--- src/rtl/cordic_stream_arbiter.sv ---
// cordic_stream_arbiter
// Shares one CORDIC AXI-Stream pipeline between two requesters. The forward
// path grants whole packets round-robin; a 1-bit tag FIFO remembers who owns
// each packet inside the CORDIC so the results can be steered back in order.
module cordic_stream_arbiter #(
  parameter int DATA_WIDTH = 64,
  parameter int TAG_DEPTH  = 4
) (
  input  logic                           s00_axis_aclk,
  input  logic                           s00_axis_aresetn,
  input  logic                           s00_axis_tvalid,
  input  logic                           s00_axis_tlast,
  input  logic [DATA_WIDTH-1:0]          s00_axis_tdata,
  output logic                           s00_axis_tready,
  input  logic                           s01_axis_tvalid,
  input  logic                           s01_axis_tlast,
  input  logic [DATA_WIDTH-1:0]          s01_axis_tdata,
  output logic                           s01_axis_tready,
  output logic                           m00_axis_tvalid,
  output logic                           m00_axis_tlast,
  output logic [DATA_WIDTH-1:0]          m00_axis_tdata,
  input  logic                           m00_axis_tready,
  input  logic                           s02_axis_tvalid,
  input  logic                           s02_axis_tlast,
  input  logic [DATA_WIDTH-1:0]          s02_axis_tdata,
  output logic                           s02_axis_tready,
  output logic                           m01_axis_tvalid,
  output logic                           m01_axis_tlast,
  output logic [DATA_WIDTH-1:0]          m01_axis_tdata,
  input  logic                           m01_axis_tready,
  output logic                           m02_axis_tvalid,
  output logic                           m02_axis_tlast,
  output logic [DATA_WIDTH-1:0]          m02_axis_tdata,
  input  logic                           m02_axis_tready,
  output logic [1:0]                     grant,
  output logic [$clog2(TAG_DEPTH+1)-1:0] tags_in_flight
);

  localparam int PTR_W = $clog2(TAG_DEPTH);
  localparam int CNT_W = $clog2(TAG_DEPTH + 1);
  localparam logic [CNT_W-1:0] FULL_CNT = CNT_W'(TAG_DEPTH);

  typedef enum logic [1:0] {
    ST_IDLE  = 2'd0,
    ST_BUSY0 = 2'd1,
    ST_BUSY1 = 2'd2
  } state_t;

  logic [1:0]       rst_sync_r;
  logic             rst_n_s;
  state_t           state_r;
  state_t           state_nxt_s;
  logic             rr_r;
  logic             rr_nxt_s;
  logic             tag_mem_r [TAG_DEPTH];
  logic [PTR_W-1:0] wr_ptr_r;
  logic [PTR_W-1:0] rd_ptr_r;
  logic [CNT_W-1:0] count_r;
  logic             push_s;
  logic             push_tag_s;
  logic             pop_s;
  logic             head_s;
  logic             empty_s;

  // Reset synchronizer: assertion is immediate, release is aligned to the clock.
  always_ff @(posedge s00_axis_aclk or negedge s00_axis_aresetn) begin
    if (!s00_axis_aresetn) begin
      rst_sync_r <= 2'b00;
    end else begin
      rst_sync_r <= {rst_sync_r[0], 1'b1};
    end
  end

  assign rst_n_s        = rst_sync_r[1];
  assign tags_in_flight = count_r;

  // Forward FSM: pick a source in IDLE, then pass its packet straight through until tlast.
  always_comb begin
    state_nxt_s     = state_r;
    rr_nxt_s        = rr_r;
    push_s          = 1'b0;
    push_tag_s      = 1'b0;
    grant           = 2'b00;
    m00_axis_tvalid = 1'b0;
    m00_axis_tlast  = 1'b0;
    m00_axis_tdata  = {DATA_WIDTH{1'b0}};
    s00_axis_tready = 1'b0;
    s01_axis_tready = 1'b0;
    case (state_r)
      ST_IDLE: begin
        if ((count_r < FULL_CNT) && (s00_axis_tvalid || s01_axis_tvalid)) begin
          push_s = 1'b1;
          if (s00_axis_tvalid && s01_axis_tvalid) begin
            push_tag_s = rr_r;
          end else begin
            push_tag_s = s01_axis_tvalid;
          end
          state_nxt_s = push_tag_s ? ST_BUSY1 : ST_BUSY0;
        end else begin
          state_nxt_s = ST_IDLE;
        end
      end
      ST_BUSY0: begin
        grant           = 2'b01;
        m00_axis_tvalid = s00_axis_tvalid;
        m00_axis_tlast  = s00_axis_tlast;
        m00_axis_tdata  = s00_axis_tdata;
        s00_axis_tready = m00_axis_tready;
        if (s00_axis_tvalid && m00_axis_tready && s00_axis_tlast) begin
          state_nxt_s = ST_IDLE;
          rr_nxt_s    = 1'b1;
        end else begin
          state_nxt_s = ST_BUSY0;
        end
      end
      ST_BUSY1: begin
        grant           = 2'b10;
        m00_axis_tvalid = s01_axis_tvalid;
        m00_axis_tlast  = s01_axis_tlast;
        m00_axis_tdata  = s01_axis_tdata;
        s01_axis_tready = m00_axis_tready;
        if (s01_axis_tvalid && m00_axis_tready && s01_axis_tlast) begin
          state_nxt_s = ST_IDLE;
          rr_nxt_s    = 1'b0;
        end else begin
          state_nxt_s = ST_BUSY1;
        end
      end
      default: begin
        state_nxt_s = ST_IDLE;
      end
    endcase
  end

  // Return path: the head tag steers CORDIC results to their owner; pop on the last beat.
  always_comb begin
    head_s          = tag_mem_r[rd_ptr_r];
    empty_s         = (count_r == {CNT_W{1'b0}});
    s02_axis_tready = 1'b0;
    m01_axis_tvalid = 1'b0;
    m01_axis_tlast  = 1'b0;
    m01_axis_tdata  = {DATA_WIDTH{1'b0}};
    m02_axis_tvalid = 1'b0;
    m02_axis_tlast  = 1'b0;
    m02_axis_tdata  = {DATA_WIDTH{1'b0}};
    if (!empty_s) begin
      if (head_s == 1'b0) begin
        m01_axis_tvalid = s02_axis_tvalid;
        m01_axis_tlast  = s02_axis_tlast;
        m01_axis_tdata  = s02_axis_tdata;
        s02_axis_tready = m01_axis_tready;
      end else begin
        m02_axis_tvalid = s02_axis_tvalid;
        m02_axis_tlast  = s02_axis_tlast;
        m02_axis_tdata  = s02_axis_tdata;
        s02_axis_tready = m02_axis_tready;
      end
    end else begin
      s02_axis_tready = 1'b0;
    end
    pop_s = (!empty_s) && s02_axis_tvalid && s02_axis_tready && s02_axis_tlast;
  end

  // Arbiter state and round-robin pointer.
  always_ff @(posedge s00_axis_aclk or negedge rst_n_s) begin
    if (!rst_n_s) begin
      state_r <= ST_IDLE;
      rr_r    <= 1'b0;
    end else begin
      state_r <= state_nxt_s;
      rr_r    <= rr_nxt_s;
    end
  end

  // Tag FIFO storage, pointers and occupancy; push and pop may coincide.
  always_ff @(posedge s00_axis_aclk or negedge rst_n_s) begin
    if (!rst_n_s) begin
      for (int i = 0; i < TAG_DEPTH; i++) begin
        tag_mem_r[i] <= 1'b0;
      end
      wr_ptr_r <= {PTR_W{1'b0}};
      rd_ptr_r <= {PTR_W{1'b0}};
      count_r  <= {CNT_W{1'b0}};
    end else begin
      if (push_s) begin
        tag_mem_r[wr_ptr_r] <= push_tag_s;
        wr_ptr_r            <= wr_ptr_r + PTR_W'(1);
      end
      if (pop_s) begin
        rd_ptr_r <= rd_ptr_r + PTR_W'(1);
      end
      case ({push_s, pop_s})
        2'b10:   count_r <= count_r + CNT_W'(1);
        2'b01:   count_r <= count_r - CNT_W'(1);
        default: count_r <= count_r;
      endcase
    end
  end

endmodule

--- config.mk ---
export PLATFORM = sky130hd
export DESIGN_NAME = cordic_stream_arbiter
export DESIGN_NICKNAME = d
export VERILOG_FILES = /design/src/rtl/cordic_stream_arbiter.sv
export SDC_FILE = /design/constraint.sdc
export NUM_CORES = 1
export LEC_CHECK = 0
export CAP_MARGIN = 10
export CORE_AREA = 2 2 160 162
export DETAILED_ROUTE_END_ITERATION = 6
export DIE_AREA = 0 0 162 164
export GPL_TIMING_DRIVEN = 1
export PLACE_DENSITY = 0.57
export SYNTH_ARGS = -nofsm -noshare
export SYNTH_HDL_FRONTEND = slang
export SYNTH_SLANG_ARGS = --single-unit
--- constraint.sdc ---
create_clock -name s00_axis_aclk -period 4.3 [get_ports s00_axis_aclk]
set_input_delay 0.43 -clock s00_axis_aclk [delete_from_list [all_inputs] [get_ports s00_axis_aclk]]
set_output_delay 0.43 -clock s00_axis_aclk [all_outputs]
set_load 0.05 [all_outputs]
==> impl_metrics.csv <==
group,metric,value,unit
yosys,ys_ff_latch,16,
placed_design,placedCellCount,1157,
cts,cts_sinks,16,
routing,drc,0,
timing,slew_headroom,36.82,%
placed_design,place.gp.congestion,0.7817,
worst_setup_path,rr_endpoint,"tags_in_flight[2]$_DFFE_PN0P_",
cts,post_cts_resized,0,
floorplan,die_x,162,microns
timing,rsz0062_at_grt,"false",
timing,tightest_slew,0.9478,ns
floorplan,ios,409,
yosys,synth-main-ff-cell,"dfrtp_1",
floorplan,core,24820,sq um
layout,final_util,29.13,%
routing,first_iter_violations,229,
timing,fin_crit,3.378,ns
cts,cts_buffer_depth,2,
worst_setup_path,reg2reg_depth,10,
placed_design,postPlaceCellArea,7152,sq um
global_route,grt_first_pass_wirelength,28660,microns
power,p_leak,2.740,nW
worst_setup_path,crit_required,3.87,ns
placed_design,hpwl,17780,microns
min_path,hold_path.class,"reg -> async",
floorplan,die_area,26570,sq um
yosys,synthDistinctLibCells,29,
worst_setup_path,worstPathMaxFanout,47,
layout,finalNetCount,1047,
cts,cts_tree,"yes",
global_route,grt_overflow,0,
outcome,status,"completed",
cts,cts_root_buf,"clkbuf_16",
power,peakVddDrop,0.5464,mV
timing,fin_ws,0.9220,ns
yosys,async_reset_ff_share,100.0,%
floorplan,fp-row-count,58,
timing,fin_skew,0.001651,ns
worst_setup_path,critical_path_class,"reg -> out",
worst_setup_path,rrSetupSlack,1.48,ns
cts,post-cts-setup-buffer-count,0,
worst_setup_path,arrival,2.95,ns
timing,finalMaxSlewViolations,0,
global_route,antenna_found_initial,6,
power,power-per-cell-area,1040,nW/um^2
cts,ctsHoldBuffers,0,
yosys,syn_avg_cell_area,6.057,sq um
routing,dr.pass1.iters,4,
cts,h-tree-depth,1,
global_route,grt_max_degree,68,
layout,drive_gt1_share,2.651,%
global_route,grt.total_usage,14.32,%
placed_design,port_buffers,408,
routing,wl,20840,microns
cts,clk_latency,0.24,ns
routing,drtAntennaViolNets,0,
global_route,grt_pass1_vias,4445,
floorplan,initial_core_util,11.18,%
worst_setup_path,endpoint_kind,"output port",
layout,area_delta_synth_final,160.6,%
worst_setup_path,r2r_start,"rd_ptr_r[1]$_DFFE_PN0P_",
yosys,syn_inst,458,
timing,whs,0.2356,ns
layout,final_area,7229,sq um
layout,stdcell_count,1161,
yosys,ys_warn_count,0,
routing,vias,4669,
routing,wire_per_inst,17.95,microns
floorplan,die_y,164,microns
timing,timing.fmax,296.0,MHz
cts,clk_pin_slew,0.04,ns
worst_setup_path,start_kind,"flip-flop",
timing,finalCritPeriodShare,78.56,%
routing,vias_per_cell,4.022,
placed_design,post-place-ws,1.104,ns
timing,final_hold_viol_count,0,
yosys,synth_nets,673,
timing,report.final.setup_viol,0,
run,max-cap-violations,0,
yosys,synth-seq-area-share,14.43,%
cts,cts_inserted_buffers,3,
timing,setup_tns,0,ns
yosys,synth-edff-count,0,
yosys,netlist_area,2774,sq um
power,total_power,7.521,mW
area by class of cell:
class / instances / area [sq um]
diodes: 1 / 2.502
clock buffers: 3 / 75.07
fillers: 2737 / 17590
inverters: 6 / 22.52
multi-input cells: 390 / 2167
flip-flops and latches: 16 / 400.4
well taps: 330 / 412.9
repair buffers: 415 / 4149
synth_stat cells (3+ instances only):
master	n	area share, %
mux2i_1	6	2.2
nand3_1	3	0.54
nand2_1	72	9.7
nor2b_1	67	15
buf_4	4	1.1
dfrtp_1	16	14
mux2_2	6	2.4
xnor2_1	3	0.95
inv_1	6	0.81
buf_2	14	2.5
o21ai_0	4	0.72
ha_1	11	5.0
nor2_1	136	18
clkbuf_1	26	3.5
a22oi_1	67	18
registers in the layout (all words and copies together) (netlist names):
| signal | count |
|---|---|
| tag_mem_r | 4 |
| tags_in_flight | 3 |
| rd_ptr_r | 2 |
| rst_sync_r | 2 |
| state_r | 2 |
| wr_ptr_r | 2 |
| rr_r | 1 |
placed cells by master (no fill, tap or decap), types with 2 or more instances in the layout:
cell and n:
and2_1 2, clkbuf_16 3, nand2_1 72, ha_2 3, o21ai_0 4, ha_1 8, mux2_2 6, mux2i_1 5
nand3_1 3, xor2_1 2, inv_1 6, xnor2_1 3, nor2_1 136, nor2b_1 67, buf_4 6, a22oi_1 67
clkdlybuf4s50_1 408, dfrtp_1 16
worst max path at each step:
stage	depth (start not counted)	to	startpoint
after floorplan	6	m01_axis_tdata[43]	tags_in_flight[0]$_DFFE_PN0P_
final	5	m01_axis_tdata[8]	tags_in_flight[0]$_DFFE_PN0P_
after global placement	5	m01_axis_tdata[8]	tags_in_flight[0]$_DFFE_PN0P_
after detailed placement	5	m01_axis_tdata[8]	tags_in_flight[0]$_DFFE_PN0P_
after CTS	5	m01_axis_tdata[8]	tags_in_flight[0]$_DFFE_PN0P_
after global routing	5	m01_axis_tdata[8]	tags_in_flight[0]$_DFFE_PN0P_
per-layer routing:
layer,track usage [%],wire (microns),vias to the layer above
met3,3.283,1755,16
met2,28.45,11060,283
met1,15.77,7770,2131
met5,0,13,-
met4,1.730,239,2
li1,-,-,2237
logic make-up (layout without fill, tap and decap cells):
logic type,count (synthesis),after routing,synth area share (%)
fa+ha+maj,12,12,5.683
mux,12,12,4.601
compound gates,76,76,20.21
other cells,1,2,0.1352
flops,16,16,14.43
xor+xnor,5,5,1.579
buf+inv,52,424,8.209
simple gates,284,284,45.15
power by group:
| group | internal (mW) | leakage, nW | switching [mW] | total, mW |
|---|---|---|---|---|
| clock | 0.121 | 0.0370 | 0.0492 | 0.170 |
| combinational | 2.27 | 2.51 | 4.80 | 7.07 |
| sequential | 0.217 | 0.191 | 0.0644 | 0.282 |
| total | 2.61 | 2.74 | 4.91 | 7.52 |
worst max-delay path, cell delays in order (launching register included):
cell and delay, ns:
dfrtp_1 0.43, or3_2 0.71, buf_4 0.37, nand2_1 0.10, nor2_1 0.21, clkdlybuf4s50_1 0.86
Note: power is estimated with default switching activity, not from simulation.
